===== src/rtl/mem_be_resp.sv =====
// +-----------------------------------------------------------------------------+
// | mem_be_resp: single-port RAM with byte enables, range errors, backpressured |
// | response slot and a post-reset clearing sweep.   Rev 1.0                    |
// +-----------------------------------------------------------------------------+
`default_nettype none

module mem_be_resp #(
  parameter int WIDTH      = 32,
  parameter int DEPTH      = 24,
  parameter int ADDR_WIDTH = $clog2(DEPTH),
  localparam int NBYTES    = WIDTH / 8
) (
  input  logic                  clk,
  input  logic                  rst,
  input  logic                  req_valid,
  output logic                  req_ready,
  input  logic                  req_wr,
  input  logic [ADDR_WIDTH-1:0] req_addr,
  input  logic [WIDTH-1:0]      req_wdata,
  input  logic [NBYTES-1:0]     req_be,
  output logic                  rsp_valid,
  input  logic                  rsp_ready,
  output logic                  rsp_wr,
  output logic [WIDTH-1:0]      rsp_rdata,
  output logic                  rsp_err,
  output logic                  busy
);

  typedef enum logic [0:0] {
    ST_CLEAR = 1'b0,
    ST_RUN   = 1'b1
  } state_t;

  localparam logic [ADDR_WIDTH-1:0] LAST_ADDR = ADDR_WIDTH'(DEPTH - 1);

  logic [WIDTH-1:0] mem [DEPTH];

  state_t                  state_q, state_d;
  logic [ADDR_WIDTH-1:0]   clr_ptr_q, clr_ptr_d;
  logic                    rsp_valid_q, rsp_valid_d;
  logic                    rsp_wr_q, rsp_wr_d;
  logic                    rsp_err_q, rsp_err_d;
  logic                    rsp_rd_q, rsp_rd_d;
  logic [WIDTH-1:0]        ram_rdata_q;

  logic                    ram_we;
  logic                    ram_re;
  logic [ADDR_WIDTH-1:0]   ram_addr;
  logic [WIDTH-1:0]        ram_wdata;
  logic [NBYTES-1:0]       ram_be;
  logic                    accept;
  logic                    in_range;

  assign in_range  = (req_addr <= LAST_ADDR);
  assign req_ready = (state_q == ST_RUN) && (!rsp_valid_q || rsp_ready);
  assign accept    = req_valid && req_ready;

  always_comb begin
    state_d     = state_q;
    clr_ptr_d   = clr_ptr_q;
    rsp_valid_d = rsp_valid_q;
    rsp_wr_d    = rsp_wr_q;
    rsp_err_d   = rsp_err_q;
    rsp_rd_d    = rsp_rd_q;
    ram_we      = 1'b0;
    ram_re      = 1'b0;
    ram_addr    = req_addr;
    ram_wdata   = req_wdata;
    ram_be      = req_be;

    if (rsp_valid_q && rsp_ready) begin
      rsp_valid_d = 1'b0;
      rsp_wr_d    = 1'b0;
      rsp_err_d   = 1'b0;
      rsp_rd_d    = 1'b0;
    end

    case (state_q)
      ST_CLEAR: begin
        ram_we    = 1'b1;
        ram_addr  = clr_ptr_q;
        ram_wdata = '0;
        ram_be    = '1;
        clr_ptr_d = clr_ptr_q + ADDR_WIDTH'(1);
        if (clr_ptr_q == LAST_ADDR) begin
          state_d = ST_RUN;
        end
      end
      default: begin
        // A new accept overwrites the slot, including one being handed off this edge.
        if (accept) begin
          rsp_valid_d = 1'b1;
          rsp_wr_d    = req_wr;
          rsp_err_d   = !in_range;
          rsp_rd_d    = !req_wr && in_range;
          ram_we      = req_wr && in_range;
          ram_re      = !req_wr && in_range;
        end
      end
    endcase

    // The array is left alone during the reset cycle itself.
    if (rst) begin
      ram_we = 1'b0;
      ram_re = 1'b0;
    end
  end

  always_ff @(posedge clk) begin
    if (rst) begin
      state_q     <= ST_CLEAR;
      clr_ptr_q   <= '0;
      rsp_valid_q <= 1'b0;
      rsp_wr_q    <= 1'b0;
      rsp_err_q   <= 1'b0;
      rsp_rd_q    <= 1'b0;
    end else begin
      state_q     <= state_d;
      clr_ptr_q   <= clr_ptr_d;
      rsp_valid_q <= rsp_valid_d;
      rsp_wr_q    <= rsp_wr_d;
      rsp_err_q   <= rsp_err_d;
      rsp_rd_q    <= rsp_rd_d;
    end
  end

  // Unreset storage with a registered read port keeps this inferable as block RAM.
  always_ff @(posedge clk) begin
    if (ram_we) begin
      for (int k = 0; k < NBYTES; k++) begin
        if (ram_be[k]) begin
          mem[ram_addr][8*k +: 8] <= ram_wdata[8*k +: 8];
        end
      end
    end
    if (ram_re) begin
      ram_rdata_q <= mem[ram_addr];
    end
  end

  assign rsp_valid = rsp_valid_q;
  assign rsp_wr    = rsp_wr_q;
  assign rsp_err   = rsp_err_q;
  assign rsp_rdata = rsp_rd_q ? ram_rdata_q : '0;
  assign busy      = (state_q == ST_CLEAR);

endmodule

`default_nettype wire


===== config.mk =====
export PLATFORM = sky130hd
export DESIGN_NAME = mem_be_resp
export DESIGN_NICKNAME = d
export VERILOG_FILES = /design/src/rtl/mem_be_resp.sv
export SDC_FILE = /design/constraint.sdc
export NUM_CORES = 1
export LEC_CHECK = 0
export ABC_AREA = 0
export CAP_MARGIN = 20
export CELL_PAD_IN_SITES_DETAIL_PLACEMENT = 1
export CELL_PAD_IN_SITES_GLOBAL_PLACEMENT = 1
export CORE_MARGIN = 1.5
export CORE_UTILIZATION = 47
export DETAILED_ROUTE_END_ITERATION = 10
export PLACE_DENSITY_LB_ADDON = 0.1
export RECOVER_POWER = 100
export SYNTH_ARGS = -nofsm -noshare
export SYNTH_HDL_FRONTEND = slang
export SYNTH_SLANG_ARGS = --single-unit

===== constraint.sdc =====
create_clock -name clk -period 4.3 [get_ports clk]
set_clock_uncertainty 0.05 [all_clocks]
set_input_delay 0.86 -clock clk [delete_from_list [all_inputs] [get_ports clk]]
set_output_delay 0.86 -clock clk [all_outputs]
set_load 0.01 [all_outputs]

==> flow_metrics.py <==
metrics = {
    "detailed_routing": {
        "firstDrtPassIters": 9,
        "viasPerCell": 6.42,
        "drc": 0,
        "wl_per_cell_um": 29.8,
        "antenna_left": 0,
        "drt_iter0_markers": 2156,
        "vias": 20600,
        "routed_wl_um": 95900,
    },
    "logic_synthesis": {
        "synthTopCellsByArea": "edfxtp_1 (75%), o21ai_0 (7.7%), a41oi_1 (3.5%)",
        "synth-edff-count": 800,
        "ys_ff_latch": 810,
        "syn_avg_cell_area_um2": 14.9,
        "ys_warn_count": 0,
        "yosys.area.top_type": "edfxtp_1",
        "synth_nets": 2189,
        "synth-seq-area-share": 0.757,
        "yosysMostFrequentCell": "edfxtp_1",
        "synth.distinct_cells": 39,
        "synthTopCellsByCount": "edfxtp_1 (800), o21ai_0 (491), clkbuf_1 (133)",
        "synthCells": 2142,
        "synth_top_area_frac": 0.751,
        "syn-cell-area_mm2": 0.0320,
        "async_reset_ff_frac": 0,
        "synth_ff_type": "edfxtp_1",
    },
    "setup_path": {
        "required_ns": 3.39,
        "cp.buffers_inverters": 2,
        "endpoint_kind": "primary output",
        "crit_family": "buffers and inverters",
        "worstRegToRegCells": 7,
        "slowest_stage": "dfxtp_1",
        "cp.depth": 3,
        "max_stage_delay_ns": 0.99,
        "start_kind": "flip-flop",
        "crit_fanout": 16,
        "worstPathArrival_ns": 2.99,
        "path_class": "flip-flop to primary output",
        "path_cells": "clkbuf_1 > and2_0 > clkdlybuf4s50_1",
    },
    "clocking": {
        "cts_buffers": 85,
        "cts.repair.resized": 0,
        "clock_latency_ns": 0.62,
        "h-tree-depth": 3,
        "cts.root.buffer_cell": "clkbuf_16",
        "clkSinkCount": 810,
        "cts_tree": "yes",
        "cts_hold_buf": 0,
        "cts_buffer_depth": 3,
        "path_clk_slew_ns": 0.06,
        "cts_setup_buffers": 0,
    },
    "timing": {
        "setup_viol": 0,
        "fin_hold_ws_ns": 0.503,
        "fmax_ghz": 0.257,
        "slew_headroom": -0.0828,
        "tightestPinTransition_ns": 1.62,
        "fin_crit_sh": 0.906,
        "finalCriticalPeriod_ns": 3.90,
        "tns_ns": 0,
        "grt_setup_unrepaired": "false",
        "report.final.slew_viol_count": 168,
        "finalWorstSetupSlack_ns": 0.404,
        "hold_viol_final": 0,
    },
    "placement": {
        "portBuffers": 82,
        "place_congestion": 0.802,
        "place_ws_ns": 0.340,
        "dp_hpwl_um": 56600,
        "place_inst": 3061,
    },
    "grt": {
        "grt_antenna_before_repair": 0,
        "gr-total-overflow": 0,
        "grt_util_met1": 0.385,
        "met3_usage": 0.0364,
        "grt_most_used_layer": "met2",
        "grt_max_degree": 129,
        "use_met2": 0.456,
        "grt_pass1_vias": 21400,
        "grtUsageTotal": 0.276,
        "grt_pass1_wl_um": 143000,
    },
    "run_status": {
        "status": "finished, violations left",
        "violations": "capacitance limit, slew limit",
    },
    "die": {
        "pin_count": 83,
        "core_area_mm2": 0.0673,
        "dieArea_mm2": 0.0696,
        "die_x_um": 264,
        "initial_core_util": 0.475,
        "rows": 95,
        "fp.dieH_um": 264,
    },
    "cells_and_area": {
        "drive_above_1_share": 0.0966,
        "layout.nets": 2323,
        "fillers": 6404,
        "final_util": 0.548,
        "stdcell_count": 3214,
        "areaGrowthSynthToFinish_pct": 15.2,
    },
    "job": {
        "maxCapViolations": 8,
    },
    "pwr": {
        "ir_worst_vdd_mv": 0.328,
        "leakage_nw": 11.6,
        "pwr_density_cell_mw_per_mm2": 449,
    },
    "worst_hold_path": {
        "worstHoldPathType": "flip-flop to flip-flop",
        "holdPathStages": 2,
    },
}
-- flip-flops by register name, summed over array words and instances (netlist names) --
name,cells
rsp_valid,1
ram_rdata_q,32
rsp_wr,1
mem,768
clr_ptr_q,5
rsp_err,1
state_q,1
rsp_rd_q,1
-- per-stage QoR --
| stage | total power [mW] | instance area (um2) |
|---|---|---|
| global placement | 9.72 | 34600 |
| CTS | 16.7 | 37300 |
| finish | 16.6 | 36900 |
| global route | 17.0 | 36900 |
| floorplan | 9.31 | 32000 |
| detailed placement | 9.74 | 34600 |
-- logic make-up after synthesis --
logic type / count (synthesis) / synth area share
compound gates: 815 / 0.156
buf+inv: 199 / 0.0271
xor+xnor: 4 / 0.00110
simple gates: 307 / 0.0562
mux: 6 / 0.00196
flops: 810 / 0.757
fa+ha+maj: 1 / 0.000391
-- worst register-to-register path, cell delays in order, from the launching register on --
cell and delay [ns]:
dfxtp_1 0.89, buf_4 0.51, nor3_4 0.13, or2_0 0.77, buf_12 0.43, a222oi_1 0.43, and3_1 0.29, o21ai_1 0.10
-- placed cells by master, fill, tap and decap left out, types with 4 or more instances in the layout --
master,count
clkdlybuf4s50_1,62
buf_4,65
a41oi_1,128
clkinv_2,13
a21oi_1,36
nor2_1,19
buf_12,20
edfxtp_1,800
nor4_1,32
and3_1,32
dfxtp_1,10
bufinv_16,4
o21ai_4,4
dlygate4sd3_1,20
nand3_1,6
clkbuf_1,95
clkinv_1,17
nor3_1,88
clkbuf_2,6
o21ai_1,30
a21o_1,36
a222oi_1,64
and2_1,15
and2_0,49
clkbuf_16,89
o21ai_0,515
nand2_1,38
-- power breakdown --
| group | total, mW | switching [mW] | leakage [nW] | internal (mW) |
|---|---|---|---|---|
| combinational | 0.907 | 0.636 | 2.34 | 0.271 |
| sequential | 8.65 | 0.0178 | 7.93 | 8.63 |
| clock | 7.01 | 2.98 | 1.29 | 4.03 |
-- metal layers --
layer  routed length, um  vias up
li1                    -     8908
met1               40600    10800
met2               47000      792
met3                5980      137
met4                2440        0
met5                   0        -
-- area by class of cell --
type                    instances  area (um2)  area share
flip-flops and latches        810       24200       0.657
multi-input cells            1133        6900       0.187
clock buffers                 113        2330      0.0631
repair buffers                245        2010      0.0545
well taps                     873        1090      0.0296
clock inverters                38         299     0.00811
inverters                       1        3.75    0.000102
diodes                          1        2.50   0.0000679
-- final timing paths --
kind	startpoint	end	slack, ns
setup / recovery	rsp_rd_q	rsp_rdata[20]	0.40
hold / removal	rsp_err	rsp_err	0.50
setup reg to reg	state_q	ram_rdata_q[19]	0.45
hold reg to reg	rsp_err	rsp_err	0.50
Note: power is estimated with default switching activity, not from simulation.
